File: src/rtl/fetch_pc_gen.sv
// Fetch-stage PC generator.
// Holds the fetch PC and offers it to the I-cache through a valid/ready
// handshake. The PC advances by the byte count decode consumed. Exception
// and branch redirects are applied one edge after they are flagged, even
// while the front end is stalled. WFI puts the block to sleep until the CSR
// wake flag or an exception arrives. A branch that coincides with the wake
// flag is parked in a one-entry pending register. That entry is applied on
// the first cycle after sleep.
module fetch_pc_gen #(
    parameter int                    ADDR_WIDTH = 32,
    parameter logic [ADDR_WIDTH-1:0] RESET_PC   = 32'h8000_0000
) (
    input  logic                  clk,
    input  logic                  rst_n,
    input  logic                  Ctrl_Stall_If,
    input  logic                  EX_BranchFlag,
    input  logic [ADDR_WIDTH-1:0] EX_BranchPC,
    input  logic                  Csr_ExcpFlag,
    input  logic [ADDR_WIDTH-1:0] Csr_ExcpPC,
    input  logic                  Decode_WfiFlag,
    input  logic                  Csr_WFIClrFlag,
    input  logic [3:0]            Decode_Advance,
    input  logic                  Icache_Ready,
    output logic                  Fetch_Valid,
    output logic [ADDR_WIDTH-1:0] Fetch_PC,
    output logic                  Redirect_Pulse,
    output logic                  Advance_Err
);

    typedef enum logic [1:0] {
        BOOT  = 2'd0,
        RUN   = 2'd1,
        HOLD  = 2'd2,
        SLEEP = 2'd3
    } state_t;

    state_t                  stateReg;
    state_t                  stateNext;
    logic [ADDR_WIDTH-1:0]   pcNext;
    logic                    validNext;
    logic                    pulseNext;
    logic                    errNext;

    // One-entry pending redirect.
    logic                    pendVld;
    logic [ADDR_WIDTH-1:0]   pendPc;
    logic                    pendExcp;
    logic                    pendVldNext;
    logic [ADDR_WIDTH-1:0]   pendPcNext;
    logic                    pendExcpNext;

    // Redirect selected for this cycle, merged from live flags and the pending entry.
    logic                    redirHit;
    logic [ADDR_WIDTH-1:0]   redirTgt;

    logic                    accept;
    logic [3:0]              advEven;
    logic [3:0]              advClean;
    logic                    advIllegal;

    // Advance decode. Odd values lose bit 0. Anything above 8 saturates to 8.
    always_comb begin
        advEven    = {Decode_Advance[3:1], 1'b0};
        advClean   = (advEven > 4'd8) ? 4'd8 : advEven;
        advIllegal = Decode_Advance[0] | (Decode_Advance > 4'd8);
        accept     = Fetch_Valid & Icache_Ready & ~Ctrl_Stall_If;
    end

    // Redirect priority:
    //   1. live exception
    //   2. pending exception
    //   3. live branch
    //   4. pending branch
    always_comb begin
        redirHit = 1'b0;
        redirTgt = Fetch_PC;
        if (Csr_ExcpFlag) begin
            redirHit = 1'b1;
            redirTgt = Csr_ExcpPC;
        end else if (pendVld && pendExcp) begin
            redirHit = 1'b1;
            redirTgt = pendPc;
        end else if (EX_BranchFlag) begin
            redirHit = 1'b1;
            redirTgt = EX_BranchPC;
        end else if (pendVld) begin
            redirHit = 1'b1;
            redirTgt = pendPc;
        end
    end

    // Next-state, next-PC and pending-register logic.
    always_comb begin
        stateNext    = stateReg;
        pcNext       = Fetch_PC;
        pulseNext    = 1'b0;
        errNext      = Advance_Err;
        pendVldNext  = pendVld;
        pendPcNext   = pendPc;
        pendExcpNext = pendExcp;

        case (stateReg)
            BOOT, RUN, HOLD: begin
                if (redirHit) begin
                    // A redirect ignores stall and ready.
                    // It also consumes or overrides any pending entry.
                    pcNext       = {redirTgt[ADDR_WIDTH-1:1], 1'b0};
                    pulseNext    = 1'b1;
                    stateNext    = RUN;
                    pendVldNext  = 1'b0;
                    pendExcpNext = 1'b0;
                end else if (stateReg == BOOT) begin
                    stateNext = RUN;
                end else if (Decode_WfiFlag) begin
                    stateNext = SLEEP;
                end else if (accept) begin
                    pcNext    = Fetch_PC + {{(ADDR_WIDTH-4){1'b0}}, advClean};
                    errNext   = Advance_Err | advIllegal;
                    stateNext = RUN;
                end else begin
                    stateNext = HOLD;
                end
            end
            SLEEP: begin
                if (Csr_ExcpFlag) begin
                    pcNext    = {Csr_ExcpPC[ADDR_WIDTH-1:1], 1'b0};
                    pulseNext = 1'b1;
                    stateNext = RUN;
                end else if (Csr_WFIClrFlag) begin
                    stateNext = RUN;
                    if (EX_BranchFlag) begin
                        pendVldNext  = 1'b1;
                        pendPcNext   = {EX_BranchPC[ADDR_WIDTH-1:1], 1'b0};
                        pendExcpNext = 1'b0;
                    end
                end
            end
            default: stateNext = BOOT;
        endcase

        validNext = (stateNext == RUN) || (stateNext == HOLD);
    end

    // Register all state and outputs; synchronous active-low reset.
    always_ff @(posedge clk) begin
        if (!rst_n) begin
            stateReg       <= BOOT;
            Fetch_Valid    <= 1'b0;
            Fetch_PC       <= {RESET_PC[ADDR_WIDTH-1:1], 1'b0};
            Redirect_Pulse <= 1'b0;
            Advance_Err    <= 1'b0;
            pendVld        <= 1'b0;
            pendPc         <= '0;
            pendExcp       <= 1'b0;
        end else begin
            stateReg       <= stateNext;
            Fetch_Valid    <= validNext;
            Fetch_PC       <= pcNext;
            Redirect_Pulse <= pulseNext;
            Advance_Err    <= errNext;
            pendVld        <= pendVldNext;
            pendPc         <= pendPcNext;
            pendExcp       <= pendExcpNext;
        end
    end

endmodule

File: config.mk
export PLATFORM = sky130hd
export DESIGN_NAME = fetch_pc_gen
export DESIGN_NICKNAME = d
export VERILOG_FILES = /design/src/rtl/fetch_pc_gen.sv
export SDC_FILE = /design/constraint.sdc
export NUM_CORES = 1
export LEC_CHECK = 0
export CAP_MARGIN = 40
export CORE_MARGIN = 2
export CORE_UTILIZATION = 45
export CTS_CLUSTER_DIAMETER = 40
export DETAILED_ROUTE_END_ITERATION = 10
export PLACE_DENSITY = 0.82
export SLEW_MARGIN = 20
export SYNTH_ARGS = -nofsm -noshare
export SYNTH_HDL_FRONTEND = slang
export SYNTH_SLANG_ARGS = --single-unit
File: constraint.sdc
create_clock -name clk -period 2.2 [get_ports clk]
set_input_delay 0.44 -clock clk [delete_from_list [all_inputs] [get_ports clk]]
set_output_delay 0.44 -clock clk [all_outputs]
set_load 0.02 [all_outputs]
==> results.yml, run 1 <==
global_route:
  grt_pass1_wl_mm: 22.9
  grt_overflow_total: 0
  grt-busiest-layer: "met2"
  use_met2: 0.454
  grt_pass1_vias: 4524
  grt_use_met3: 0.0554
  antenna_found_initial: 0
  grt_use_met1: 0.395
  grt_use_total: 0.282
  grt_max_degree: 32
layout:
  synthToLayoutAreaGrowth_pct: 41.9
  final_area_um2: 6140
  layout_commonest_cell: "clkdlybuf4s50_1"
  n_antenna_cell: 0
  final_cell_mix: "clkdlybuf4s50_1, nand2_1, dfxtp_1"
  final_cells: 816
  nNetsFinal: 762
  drive_above_1_share: 0.201
floorplanning:
  die_x_um: 102
  num_io_pins: 111
  initial_core_util: 0.466
  dieArea_um2: 10400
  die_h_um: 102
  num_rows: 35
  coreArea_um2: 9280
pwr:
  cellLeakagePower_nw: 2.28
  ir_drop_mv: 0.316
  power_mw: 3.31
  p_per_area_nw_per_um2: 539
clock_tree:
  hold_buffers: 0
  clk_latency_ns: 0.35
  cts.clk_slew.worst_paths_ns: 0.08
  cts_max_level: 3
  cts_tree: "yes"
  cts_buffers: 9
  clockBufferDepth: 2
  cts-root-buf: "clkbuf_8"
  cts.sinks: 68
sta:
  timing.fmax_ghz: 0.476
  hold_viol: 0
  fin_skew_ns: 0.00609
  min_period_ns: 2.10
  period_share: 0.955
  fin_setup_tns_ns: 0
  maxSlewViolCount: 0
  grt_setup_unrepaired: "no"
  fin_ws_ns: 0.0992
  setup_viol: 0
synth:
  synth.area.top_cells: "dfxtp_1, nand2_1, a21oi_1"
  netlist.area_leader.share: 0.315
  ys_seq_area_frac: 0.315
  synth_edf_count: 0
  syn_area_per_cell_um2: 7.92
  async_flop_share: 0
  syn_inst: 546
  syn-num-nets: 626
  synthFlopType: "dfxtp_1"
  yosysWarnings: 0
  ys_seq_elements: 68
  synth_area_um2: 4330
  yosys.area.top_type: "dfxtp_1"
  synth_cell_types: 81
routing:
  route.detailed.drc: 0
  vias: 4943
  ant_nets: 0
  routed_via_density: 6.06
  wl_mm: 14.9
  wire_per_inst_um: 18.3
  first_pass_iters: 5
  drt_iter0_markers: 405
place:
  pre_cts_ws_ns: -0.737
  dp_hpwl_mm: 10.9
  gp_congestion: 0.998
  dp.cells: 797
  port_buffers: 107
  place_area_um2: 5830
worst_setup_path:
  cp_cell_sequence: "clkdlybuf4s15_1 > nor2b_4 > ha_2 > inv_1 > fa_2 > nor2b_4 > o21ba_4 > buf_6 > a21o_1 > a21oi_1 > a311oi_1"
  cp_max_fo: 5
  critPathMostFrequentCell: "nor2b_4"
  worstSetupPathType: "primary input to flip-flop"
  crit_path_end_kind: "flip-flop"
  cp_num_cells: 11
  crit_family: "compound AO/OA/AOI/OAI gates"
  critPathBufInv: 3
  r2r_cells: 7
  critPathLaunchType: "primary input"
  cp_slowest_cell: "fa_2"
  critPathArrivalTime_ns: 2.36
  cp_slowest_stage_delay_ns: 0.37
  required_ns: 2.46
  worst-r2r-setup-slack_ns: 0.14
run:
  drv_cap: 0
worst_hold_path:
  min_path_type: "flip-flop to flip-flop"
  min_path_cells: 2
outcome:
  outcome: "finished, final reports clean"
per-stage QoR:
step	util	hold slack, ns
global placement	0.628	0.437
finish	0.661	0.459
CTS	0.659	0.458
floorplan	-	0.431
global route	0.661	0.473
detailed placement	0.628	0.442
metal layers:
layer,up-vias,part of all wire
met4,0,0.015
met5,-,0
met3,27,0.087
li1,2295,-
met2,276,0.47
met1,2345,0.43
registers in the layout, summed over array words and instances (netlist names):
name,cells
pendVld,1
Redirect_Pulse,1
Fetch_PC,31
pendPc,31
stateReg,2
Advance_Err,1
Fetch_Valid,1
power by group:
part | leakage [nW] | internal (mW) | switching [mW]
Sequential | 0.556 | 1.29 | 0.0809
Combinational | 1.63 | 0.444 | 0.420
Clock | 0.0958 | 0.529 | 0.545
Total | 2.28 | 2.26 | 1.05
synthesized netlist by cell type, drive strengths merged (10+ instances only):
| cell type | n |
|---|---|
| o211ai | 11 |
| dfxtp | 68 |
| nand2 | 99 |
| a31oi | 12 |
| nand3 | 15 |
| clkbuf | 12 |
| buf | 39 |
| nor3 | 16 |
| o22ai | 12 |
| a21oi | 68 |
| and3 | 10 |
| inv | 10 |
| mux2 | 12 |
| o21ai | 19 |
| nor2 | 23 |
final timing paths:
kind	startpoint	end
min reg2reg	pendPc[23]	pendPc[23]
max reg2reg	Fetch_PC[3]	Fetch_PC[28]
min	pendPc[23]	pendPc[23]
max	Decode_Advance[1]	Fetch_PC[7]
worst register-to-register path: cells and delay by family, from the launching register on:
family                     cells  cell delay, ns
AOI/OAI and AO/OA              2            0.27
adders and majority gates      1            0.35
buffers and inverters          1            0.17
DFF                            1            0.42
and+or+nand+nor                3            0.73
logic make-up after synthesis:
group           after synthesis  share of synthesized area
simple gates                207                      0.247
compound gates              182                      0.294
flops                        68                      0.315
buf+inv                      62                     0.0755
mux                          19                     0.0474
fa+ha+maj                     5                     0.0156
xor+xnor                      2                    0.00405
other cells                   1                   0.000867
timing repair:
| action | CTS | global route |
|---|---|---|
| pin swaps | 10 | 6 |
| cloned | 0 | 1 |
| resized for setup | 19 | 9 |
| endpoints found under the setup margin | 27 | 22 |
| setup buffers | 2 | 0 |
area by class of cell:
cell class | count | area [um^2]
inverter | 11 | 41.3
clock buffer | 9 | 124
multi-input combinational | 416 | 2730
clock inverter | 7 | 76.3
timing repair buffer | 176 | 1640
fill | 789 | 3150
tap | 129 | 161
sequential | 68 | 1360
Power figures use the tool's default switching activity.
==> run 2, diff against run 1 <==
--- a/config.mk
+++ b/config.mk
@@ -5,7 +5,7 @@
 export SDC_FILE = /design/constraint.sdc
 export NUM_CORES = 1
 export LEC_CHECK = 0
-export CAP_MARGIN = 40
+export CAP_MARGIN = 15
 export CORE_MARGIN = 2
 export CORE_UTILIZATION = 45
 export CTS_CLUSTER_DIAMETER = 40
==> results of run 2 <==
Final layout, timing and power as in run 1 (identical DEF).
==> run 3, diff against run 2 <==
--- a/config.mk
+++ b/config.mk
@@ -5,7 +5,9 @@
 export SDC_FILE = /design/constraint.sdc
 export NUM_CORES = 1
 export LEC_CHECK = 0
+export ABC_AREA = 1
 export CAP_MARGIN = 15
+export CORE_ASPECT_RATIO = 0.5
 export CORE_MARGIN = 2
 export CORE_UTILIZATION = 45
 export CTS_CLUSTER_DIAMETER = 40
==> results.yml, run 3 <==
worst_hold_path:
  min_to: "Advance_Err"
  min_path_cells: 2
  worstHoldStart: "Advance_Err"
  min_path_type: "flip-flop to flip-flop"
pwr:
  seqPwrFrac: 0.378
  clock_power_share: 0.392
  p_int_mw: 2.56
  p_per_area_nw_per_um2: 569
  swShare: 0.290
  cellLeakagePower_nw: 2.61
  power_mw: 3.61
  p_switching_mw: 1.05
  ir_drop_mv: 0.419
  combPwrFrac: 0.230
worst_setup_path:
  cp_max_fo: 2
  critPathArrivalTime_ns: 2.33
  cp_slowest_cell: "o21ai_2"
  worstSetupPathType: "primary input to flip-flop"
  critPathMostFrequentCell: "buf_4"
  cp_slowest_stage_delay_ns: 0.14
  worst-r2r-setup-slack_ns: 0.16
  cp_num_cells: 17
  required_ns: 2.40
  crit_family: "buffers and inverters"
  cp_cell_sequence: "buf_6 > o21ai_2 > inv_2 > buf_4 > buf_4 > buf_4 > buf_4 > buf_4 > buf_4 > buf_4 > buf_4 > buf_4 > buf_4 > buf_4 > buf_4 > o21ai_1 > a21oi_1"
  r2r-start: "Fetch_PC[3]"
  r2r_cells: 11
  critPathBufInv: 14
  crit_path_end_kind: "flip-flop"
  critPathLaunchType: "primary input"
  reg2reg_to: "Fetch_PC[28]"
sta:
  min_period_ns: 2.13
  timing.fmax_ghz: 0.470
  setup_viol: 0
  grt_setup_unrepaired: "yes"
  hold_viol: 0
  maxSlewViolCount: 0
  max-slew-margin-rel: 0.621
  worst_pin_slew_ns: 0.567
  fin_setup_tns_ns: 0
  fin_skew_ns: 0.00536
  period_share: 0.967
synth:
  ys_seq_area_frac: 0.309
  async_flop_share: 0
  ys_seq_elements: 68
  netlist.area_leader.share: 0.309
  synth_edf_count: 0
  yosysWarnings: 0
  syn_inst: 719
  synth_area_um2: 4400
  synth_common_cells: "nand2_1, nor2_1, o21ai_0, a21oi_1, dfxtp_1"
  synth_cell_types: 35
  yosys.area.top_type: "dfxtp_1"
  syn-num-nets: 799
  synthFlopType: "dfxtp_1"
  synthMostInstantiatedCell: "nand2_1"
  synth.area.top_cells: "dfxtp_1, nand2_1, o21ai_0"
  syn_area_per_cell_um2: 6.12
floorplanning:
  num_rows: 25
  initial_core_util: 0.465
  dieArea_um2: 10600
  coreArea_um2: 9480
  die_h_um: 73.9
  die_x_um: 144
  num_io_pins: 111
global_route:
  grt_max_degree: 32
  antenna_found_initial: 0
  grt_pass1_wl_mm: 24.1
  grt_use_total: 0.292
  grt_pass1_vias: 5036
  grt_overflow_total: 0
routing:
  drt_iter0_markers: 649
  route.detailed.drc: 0
  wl_mm: 15.5
  vias: 5500
  wire_per_inst_um: 15.5
  ant_nets: 0
  first_pass_iters: 5
  routed_via_density: 5.51
clock_tree:
  hold_buffers: 0
  cts.clk_slew.worst_paths_ns: 0.06
  clk_latency_ns: 0.34
  cts.sinks: 68
  cts_max_level: 3
  clockBufferDepth: 2
  cts_buffers: 9
  cts-root-buf: "clkbuf_16"
  cts_tree: "yes"
layout:
  nNetsFinal: 938
  final_cell_mix: "nand2_1, clkdlybuf4s50_1, nor2_1"
  register_area_um2: 1360
  synthToLayoutAreaGrowth_pct: 44.2
  fillers: 794
  drive_above_1_share: 0.137
  multi_input_comb_area_um2: 2750
  n_antenna_cell: 0
  largestRegisters: "Fetch_PC: 31 flops, pendPc: 31 flops, stateReg: 2 flops"
  layout_commonest_cell: "nand2_1"
run:
  drv_cap: 0
place:
  gp_congestion: 0.944
  port_buffers: 107
  dp_hpwl_mm: 11.2
outcome:
  outcome: "finished, final reports clean"
==> run 3: layer usage <==
metal,vias up,share of wire,wire [um],track usage
met5,-,0,0,0
met4,0,0.023,354,0.0948
met3,41,0.088,1370,0.0625
met2,294,0.45,7010,0.478
met1,2524,0.44,6760,0.392
li1,2641,-,-,-
==> run 3: repair_timing <==
action                     CTS  global route
pin swaps                   12             8
setup buffers               15             3
gates cloned                 0             0
setup endpoints to repair   26            19
resized for setup           29            15
hold endpoints to repair     0             0
==> run 3: layout make-up <==
type,count,area share
Multi-Input combinational cell,552,0.433
Tap cell,135,0.0266
Timing Repair Buffer,162,0.241
Sequential cell,68,0.214
Clock buffer,11,0.0367
Clock inverter,5,0.00828
Inverter,65,0.0392
==> run 3: worst max path at each step <==
stage,start,to,slack [ns]
final,Decode_Advance[2],Advance_Err,0.07
after global routing,Decode_Advance[2],Fetch_PC[27],-0.04
after CTS,Decode_Advance[3],Fetch_PC[21],0.03
after detailed placement,Decode_Advance[2],Fetch_PC[21],-0.72
after global placement,Decode_Advance[2],Fetch_PC[27],-0.59
after floorplan,Decode_Advance[2],Fetch_PC[31],0.02
==> run 3: stage by stage <==
| stage | setup slack [ns] | instance area (um^2) | cells | hold slack (ns) | util |
|---|---|---|---|---|---|
| 2_1_floorplan | 0.0222 | 4420 | 719 | 0.472 | - |
| 4_1_cts | 0.0283 | 6270 | 995 | 0.458 | 0.662 |
| 3_3_place_gp | -0.594 | 5830 | 964 | 0.441 | 0.615 |
| 5_1_grt | -0.0406 | 6350 | 998 | 0.477 | 0.670 |
| 3_5_place_dp | -0.721 | 5830 | 964 | 0.450 | 0.615 |
| 6_report | 0.0719 | 6350 | 998 | 0.454 | 0.670 |
==> run 3: kinds of logic (layout without fill, tap and decap cells) <==
family	after synthesis	after routing	synth area share
DFF	68	68	0.309
and+or+nand+nor	360	360	0.341
AOI/OAI and AO/OA	181	181	0.231
buffers and inverters	99	243	0.0932
xor gates and xnor gates	6	6	0.0119
other	1	1	0.000852
adders and majority gates	4	4	0.0131
==> run 3: power groups by stage <==
stage               clock network, mW  registers (mW)  logic, mW
floorplan                           0            1.42      0.338
global placement                    0            1.39      0.757
detailed placement                  0            1.39      0.768
CTS                              1.41            1.36      0.801
global route                     1.47            1.37      0.892
finish                           1.42            1.37      0.831
==> run 3: worst reg2reg max path, stage by stage, from the launching register on <==
cell     delay [ns]
dfxtp_1        0.38
ha_1           0.27
or2_2          0.35
nand2_2        0.16
nor2_1         0.07
buf_4          0.15
nand3_1        0.08
nand3_1        0.14
nand2_1        0.10
nand2_1        0.05
nand2_1        0.11
a21oi_1        0.07
